File: config.mk
export PLATFORM = sky130hd
export DESIGN_NAME = seq_alu
export DESIGN_NICKNAME = d
export VERILOG_FILES = /design/src/rtl/seq_alu.sv
export SDC_FILE = /design/constraint.sdc
export NUM_CORES = 1
export LEC_CHECK = 0
export CORE_ASPECT_RATIO = 1.2
export CORE_MARGIN = 3
export CORE_UTILIZATION = 45
export DETAILED_ROUTE_END_ITERATION = 10
export PLACE_DENSITY_LB_ADDON = 0.08
export SLEW_MARGIN = 20
export SYNTH_ARGS = -nofsm -noshare
export SYNTH_HDL_FRONTEND = slang
export SYNTH_SLANG_ARGS = --single-unit
File: constraint.sdc
create_clock -name clk -period 2.5 [get_ports clk]
set_input_delay 0.5 -clock clk [delete_from_list [all_inputs] [get_ports clk]]
set_output_delay 0.5 -clock clk [all_outputs]
set_load 0.02 [all_outputs]
File: src/rtl/seq_alu.sv
// Multi-cycle ALU feeding the accumulator: single-cycle add/sub/logic,
// bit-serial shifts and a shift-add multiplier, with a one-cycle done strobe.
module seq_alu #(
  parameter int unsigned WIDTH = 8
) (
  input  logic             clk,
  input  logic             rst_n,
  input  logic             start,
  input  logic [2:0]       op,
  input  logic [WIDTH-1:0] a,
  input  logic [WIDTH-1:0] b,
  output logic             busy,
  output logic             done,
  output logic [WIDTH-1:0] result,
  output logic             carry,
  output logic             zero
);

  localparam int unsigned SW = 2 * WIDTH + 1;
  localparam int unsigned CW = $clog2(WIDTH + 1);

  localparam logic [2:0] OP_ADD  = 3'b000;
  localparam logic [2:0] OP_SUB  = 3'b001;
  localparam logic [2:0] OP_AND  = 3'b010;
  localparam logic [2:0] OP_XOR  = 3'b011;
  localparam logic [2:0] OP_SHL  = 3'b100;
  localparam logic [2:0] OP_SHR  = 3'b101;
  localparam logic [2:0] OP_MUL  = 3'b110;
  localparam logic [2:0] OP_MULH = 3'b111;

  typedef enum logic [1:0] {S_IDLE, S_RUN, S_DONE} state_t;

  // Iteration state layout: {last bit out, product high half, product low half / shift reg}
  function automatic logic [SW-1:0] f_step(input logic [2:0] f_op,
                                           input logic [WIDTH-1:0] m,
                                           input logic [SW-1:0] s);
    logic [WIDTH:0] sum;
    sum = {1'b0, s[2*WIDTH-1:WIDTH]} + (s[0] ? {1'b0, m} : {(WIDTH+1){1'b0}});
    case (f_op)
      OP_SHL:  f_step = {s[WIDTH-1], {WIDTH{1'b0}}, s[WIDTH-2:0], 1'b0};
      OP_SHR:  f_step = {s[0], {WIDTH{1'b0}}, 1'b0, s[WIDTH-1:1]};
      default: f_step = {1'b0, sum, s[WIDTH-1:1]};
    endcase
  endfunction

  // Final {carry, result} from a completed iteration state.
  function automatic logic [WIDTH:0] f_fin(input logic [2:0] f_op,
                                           input logic [SW-1:0] s);
    case (f_op)
      OP_MUL:  f_fin = {|s[2*WIDTH-1:WIDTH], s[WIDTH-1:0]};
      OP_MULH: f_fin = {1'b0, s[2*WIDTH-1:WIDTH]};
      default: f_fin = {s[2*WIDTH], s[WIDTH-1:0]};
    endcase
  endfunction

  state_t           r_state;
  logic [2:0]       r_op;
  logic [WIDTH-1:0] r_m;
  logic [SW-1:0]    r_s;
  logic [CW-1:0]    r_cnt;
  logic             r_busy;
  logic             r_done;
  logic [WIDTH-1:0] r_result;
  logic             r_carry;
  logic             r_zero;

  logic [SW-1:0]    w_init;
  logic [SW-1:0]    w_first;
  logic [SW-1:0]    w_step;
  logic [WIDTH:0]   w_last;
  logic [WIDTH:0]   w_fast;
  logic [CW-1:0]    w_lat_m1;
  logic [2:0]       w_amt;

  // The first iteration happens on the accept edge, so L edges cover L steps.
  assign w_amt   = b[2:0];
  assign w_init  = {1'b0, {WIDTH{1'b0}}, (op[1] ? b : a)};
  assign w_first = f_step(op, a, w_init);
  assign w_step  = f_step(r_op, r_m, r_s);
  assign w_last  = f_fin(r_op, w_step);

  // Result for ops finishing on the accept edge, and remaining run length.
  always_comb begin
    w_fast   = '0;
    w_lat_m1 = '0;
    case (op)
      OP_ADD: w_fast = {1'b0, a} + {1'b0, b};
      OP_SUB: w_fast = {1'b0, a} - {1'b0, b};
      OP_AND: w_fast = {1'b0, a & b};
      OP_XOR: w_fast = {1'b0, a ^ b};
      OP_SHL, OP_SHR: begin
        if (w_amt == 3'd0) begin
          w_fast = {1'b0, a};
        end else begin
          w_fast   = f_fin(op, w_first);
          w_lat_m1 = CW'(w_amt - 3'd1);
        end
      end
      default: w_lat_m1 = CW'(WIDTH - 1);
    endcase
  end

  always_ff @(posedge clk or negedge rst_n) begin
    if (!rst_n) begin
      r_state  <= S_IDLE;
      r_op     <= '0;
      r_m      <= '0;
      r_s      <= '0;
      r_cnt    <= '0;
      r_busy   <= 1'b0;
      r_done   <= 1'b0;
      r_result <= '0;
      r_carry  <= 1'b0;
      r_zero   <= 1'b1;
    end else begin
      r_done <= 1'b0;
      case (r_state)
        S_IDLE: begin
          if (start) begin
            r_busy <= 1'b1;
            r_op   <= op;
            r_m    <= a;
            r_s    <= w_first;
            r_cnt  <= w_lat_m1;
            if (w_lat_m1 == '0) begin
              r_carry  <= w_fast[WIDTH];
              r_result <= w_fast[WIDTH-1:0];
              r_zero   <= (w_fast[WIDTH-1:0] == '0);
              r_done   <= 1'b1;
              r_state  <= S_DONE;
            end else begin
              r_state <= S_RUN;
            end
          end
        end
        S_RUN: begin
          if (r_cnt == CW'(1)) begin
            r_carry  <= w_last[WIDTH];
            r_result <= w_last[WIDTH-1:0];
            r_zero   <= (w_last[WIDTH-1:0] == '0);
            r_done   <= 1'b1;
            r_state  <= S_DONE;
          end else begin
            r_s   <= w_step;
            r_cnt <= r_cnt - CW'(1);
          end
        end
        S_DONE: begin
          r_busy  <= 1'b0;
          r_state <= S_IDLE;
        end
        default: r_state <= S_IDLE;
      endcase
    end
  end

  assign busy   = r_busy;
  assign done   = r_done;
  assign result = r_result;
  assign carry  = r_carry;
  assign zero   = r_zero;

endmodule
==> metrics.csv <==
metric,value,unit
status,finished with violations,
failing checks,setup timing,
drt total wl,14100,um
R2R cell count,11,
post-synthesis xor/xnor area fraction,2.05,%
aggregate global routing overflow,0,
TritonCTS clock tree,yes,
Leak,2.68,nW
post-route insts no fill,781,
share of post-route cells with drive strength above 1,33.0,%
area of the mapped netlist,0.00428,sq mm
clock share of power,8.3,%
simple-gate area share of the yosys netlist,24.2,%
initial antenna violation count,0,
Routed Antenna Nets,0,
Yosys cell types,77,
ant diodes,0,
Crit path arrival time,3.03,ns
crit path cell chain,buf_8 -> inv_4 -> ha_4 -> or3b_4 -> nor3_4 -> a21oi_2 -> xnor2_1 -> ha_1 -> nor3b_2 -> o311ai_2 -> nand4_2 -> nor4b_2 -> a32o_1 -> a31o_1,
"FF+latch count, synth",45,
drt wl/cell,18.1,um
prevailing post-synth register cell,dfrtp_1,
Sw Pwr,2.79,mW
final RePlAce weighted congestion,0.897,
Worst-Margin Slew,0.611,ns
vias in the first global route,4613,
largest family of logic cells by synthesized area,simple AND/OR/NAND/NOR gates,
Max Clock Freq,0.360,GHz
Crit-path slowest cell,or3b_4,
Post-DP HPWL,10700,um
clock skew,0.0194,ns
Period minus WS final,2.78,ns
Overall Power,5.99,mW
adder and majority gate portion of the synthesized area,9.70,%
Ys Warns,0,
CTS sink count,45,
sw frac,46.6,%
Peak supply drop,0.000584,V
"EDFF count, synth",0,
crit-path max FO,5,
Startpoint Class,input pin,
first-pass GRT wire length,23100,um
DRC Markers,0,
post-synthesis sequential area ratio,26.3,%
initial DRC count,277,
sequential fraction of design power,22.3,%
crit path to,zero$_DFFE_PN1P_,
CP Capture Type,flip-flop,
die width,95.0,um
PwrDens,1000,mW/mm^2
Worst Setup Path Type,in -> reg,
CP peak stage delay,0.40,ns
Final Max Slew Viols,0,
RR Startpoint,r_s[0]$_DFFE_PN0P_,
final net count,714,
Worst-path clk slew,0.10,ns
post-placement cell count,762,
via/cell ratio,5.77,
register cell area after layout,0.00113,sq mm
fin worst setup slack,-0.277,ns
H-tree depth,2,
async set-reset flop share out of synthesis,100,%
CTS Root Cell,clkbuf_8,
drt pass-1 iters,5,
Die ar.,0.0107,sq mm
die height,113,um
Worst EP required,2.75,ns
IO buf count,33,
Syn Area/Cell,8.11,sq um
row count,38,
RSZ-0062 raised after global routing,yes,
CP startpoint,b[0],
Tcrit/Tclk final,111,%
Clock Path Buffers,2,
syn_nets,582,
Max-Cap Viols,0,
final setup violation count,5,
slew margin rel.,59.2,%
area of the multi-input gates,0.00323,sq mm
core area,0.00918,sq mm
Synth Area in Compound Gates,23.6,%
largest net degree at the start of global routing,46,
mux share of post-synthesis cell area,8.04,%
Fill cells,778,
"Hold Vio Cnt, Final",0,
Gate power share,69.4,%
Gate Count Post-Synth,528,
RR Endpoint,zero$_DFFE_PN1P_,
IO Pins,34,
Initial Util,46.6,%
CTS buffer count,5,
Vias,4510,
hold crit path type,in -> async,
worst reg2reg setup slack,-0.21,ns
gr usage total,27.3,%
cell internal pwr,3.20,mW
clock latency on the worst-skew pair,0.32,ns
area added between synthesis and finish,39.8,%
[repair_timing]
action,in CTS,in global routing
hold endpoints to repair,0,0
hold buffers,0,0
buffers inserted,8,4
resized for setup,68,32
pin swaps,37,30
setup endpoints to repair,11,10
[power by group through the flow]
| stage | Combinational, mW | Sequential [mW] | Clock, mW |
|---|---|---|---|
| floorplan | 2.26 | 1.36 | 0 |
| global placement | 3.70 | 1.32 | 0 |
| detailed placement | 3.76 | 1.33 | 0 |
| CTS | 3.97 | 1.32 | 0.502 |
| global route | 4.53 | 1.38 | 0.533 |
| finish | 4.16 | 1.34 | 0.500 |
[cell type report]
cell class | instances | share of cell area [%]
multi-input cells | 427 | 54.0
flip-flops and latches | 45 | 18.8
repair buffers | 153 | 21.1
well taps | 120 | 2.51
clock inverters | 2 | 0.230
inverters | 28 | 2.03
clock buffers | 6 | 1.38
[metrics by stage]
stage,TNS [ns],util (%),hold WS (ns),cell area [sq um],setup WS (ns)
2_1_floorplan,-0.843,-,0.204,4350,-0.406
3_3_place_gp,-8.59,59.9,0.463,5500,-1.16
3_5_place_dp,-9.04,59.9,0.467,5500,-1.23
4_1_cts,-0.634,63.5,0.291,5830,-0.252
5_1_grt,-1.41,65.2,0.308,5980,-0.404
6_report,-0.701,65.2,0.271,5980,-0.277
[synth_stat cells, drive strengths merged (3+ instances only)]
master	instances	area share, %
o31ai	7	1.7
dfrtp	44	26
clkbuf	14	1.2
nor4	4	0.58
or3	3	0.44
o21ai	45	5.3
and3	4	0.58
nor3b	5	0.99
xor2	5	1.0
buf	14	2.3
a221oi	7	1.7
ha	30	8.8
o211ai	4	0.70
nand2	46	4.0
mux2i	22	5.1
nor4b	4	1.1
nor2b	10	1.5
a211oi	6	1.2
a31oi	6	0.88
nand2b	11	1.8
nand3b	9	1.9
nor2	58	5.2
nand3	8	0.94
a2bb2oi	3	0.61
nor3	17	2.0
and2	9	1.3
mux2	11	2.9
inv	27	2.4
a21oi	44	5.2
xnor2	5	1.0
o21a	8	1.4
[worst max-delay path: cells and delay by family]
kind            cells  cell delay, ns
simple gates        5            1.14
fa+ha+maj           2            0.47
xor+xnor            1            0.13
compound gates      4            0.63
buf+inv             2            0.15
[cells in the final DEF, fill, tap and decap left out, types with 5 or more instances in the layout]
cell	n
a21oi_1	36
a21oi_2	8
a31oi_1	6
and2_1	8
buf_4	114
buf_6	5
clkbuf_8	6
clkdlybuf4s50_1	22
dfrtp_1	44
dlygate4sd2_1	6
ha_1	25
inv_1	22
mux2_2	9
mux2i_1	19
nand2_1	41
nand2b_1	8
nand3_1	8
nand3b_1	8
nor2_1	53
nor2b_1	7
nor3_1	14
o21a_1	8
o21ai_0	31
o21ai_1	10
xor2_1	5
[flip-flops by register name (all words and copies together) (netlist names)]
name / cells
busy: 1
carry: 1
done: 1
r_cnt: 4
r_m: 8
r_op: 3
r_s: 16
r_state: 2
result: 8
zero: 1
[kinds of logic after synthesis]
| kind of cell | after synthesis |
|---|---|
| buffers and inverters | 56 |
| DFF | 45 |
| muxes | 33 |
| adders and majority gates | 32 |
| xor gates and xnor gates | 10 |
| AOI/OAI and AO/OA | 155 |
| and+or+nand+nor | 197 |
[per-layer routing]
| metal | vias to the layer above | wire length [um] | global-route usage [%] |
|---|---|---|---|
| met2 | 130 | 7300 | 48.4 |
| met1 | 2171 | 5900 | 33.9 |
| met5 | - | 0 | 0 |
| li1 | 2178 | - | - |
| met4 | 0 | 381 | 9.14 |
| met3 | 31 | 532 | 3.32 |
[worst min-delay path by stage]
stage | cells past startpoint | from | to
after CTS | 2 | rst_n | result[0]$_DFFE_PN0P_
after floorplan | 0 | rst_n | busy$_DFFE_PN0P_
final | 2 | rst_n | result[0]$_DFFE_PN0P_
after global placement | 2 | r_m[0]$_DFFE_PN0P_ | r_m[0]$_DFFE_PN0P_
after detailed placement | 2 | r_m[0]$_DFFE_PN0P_ | r_m[0]$_DFFE_PN0P_
after global routing | 2 | rst_n | r_state[1]$_DFFE_PN0P_
Note: power is estimated with default switching activity, not from simulation.
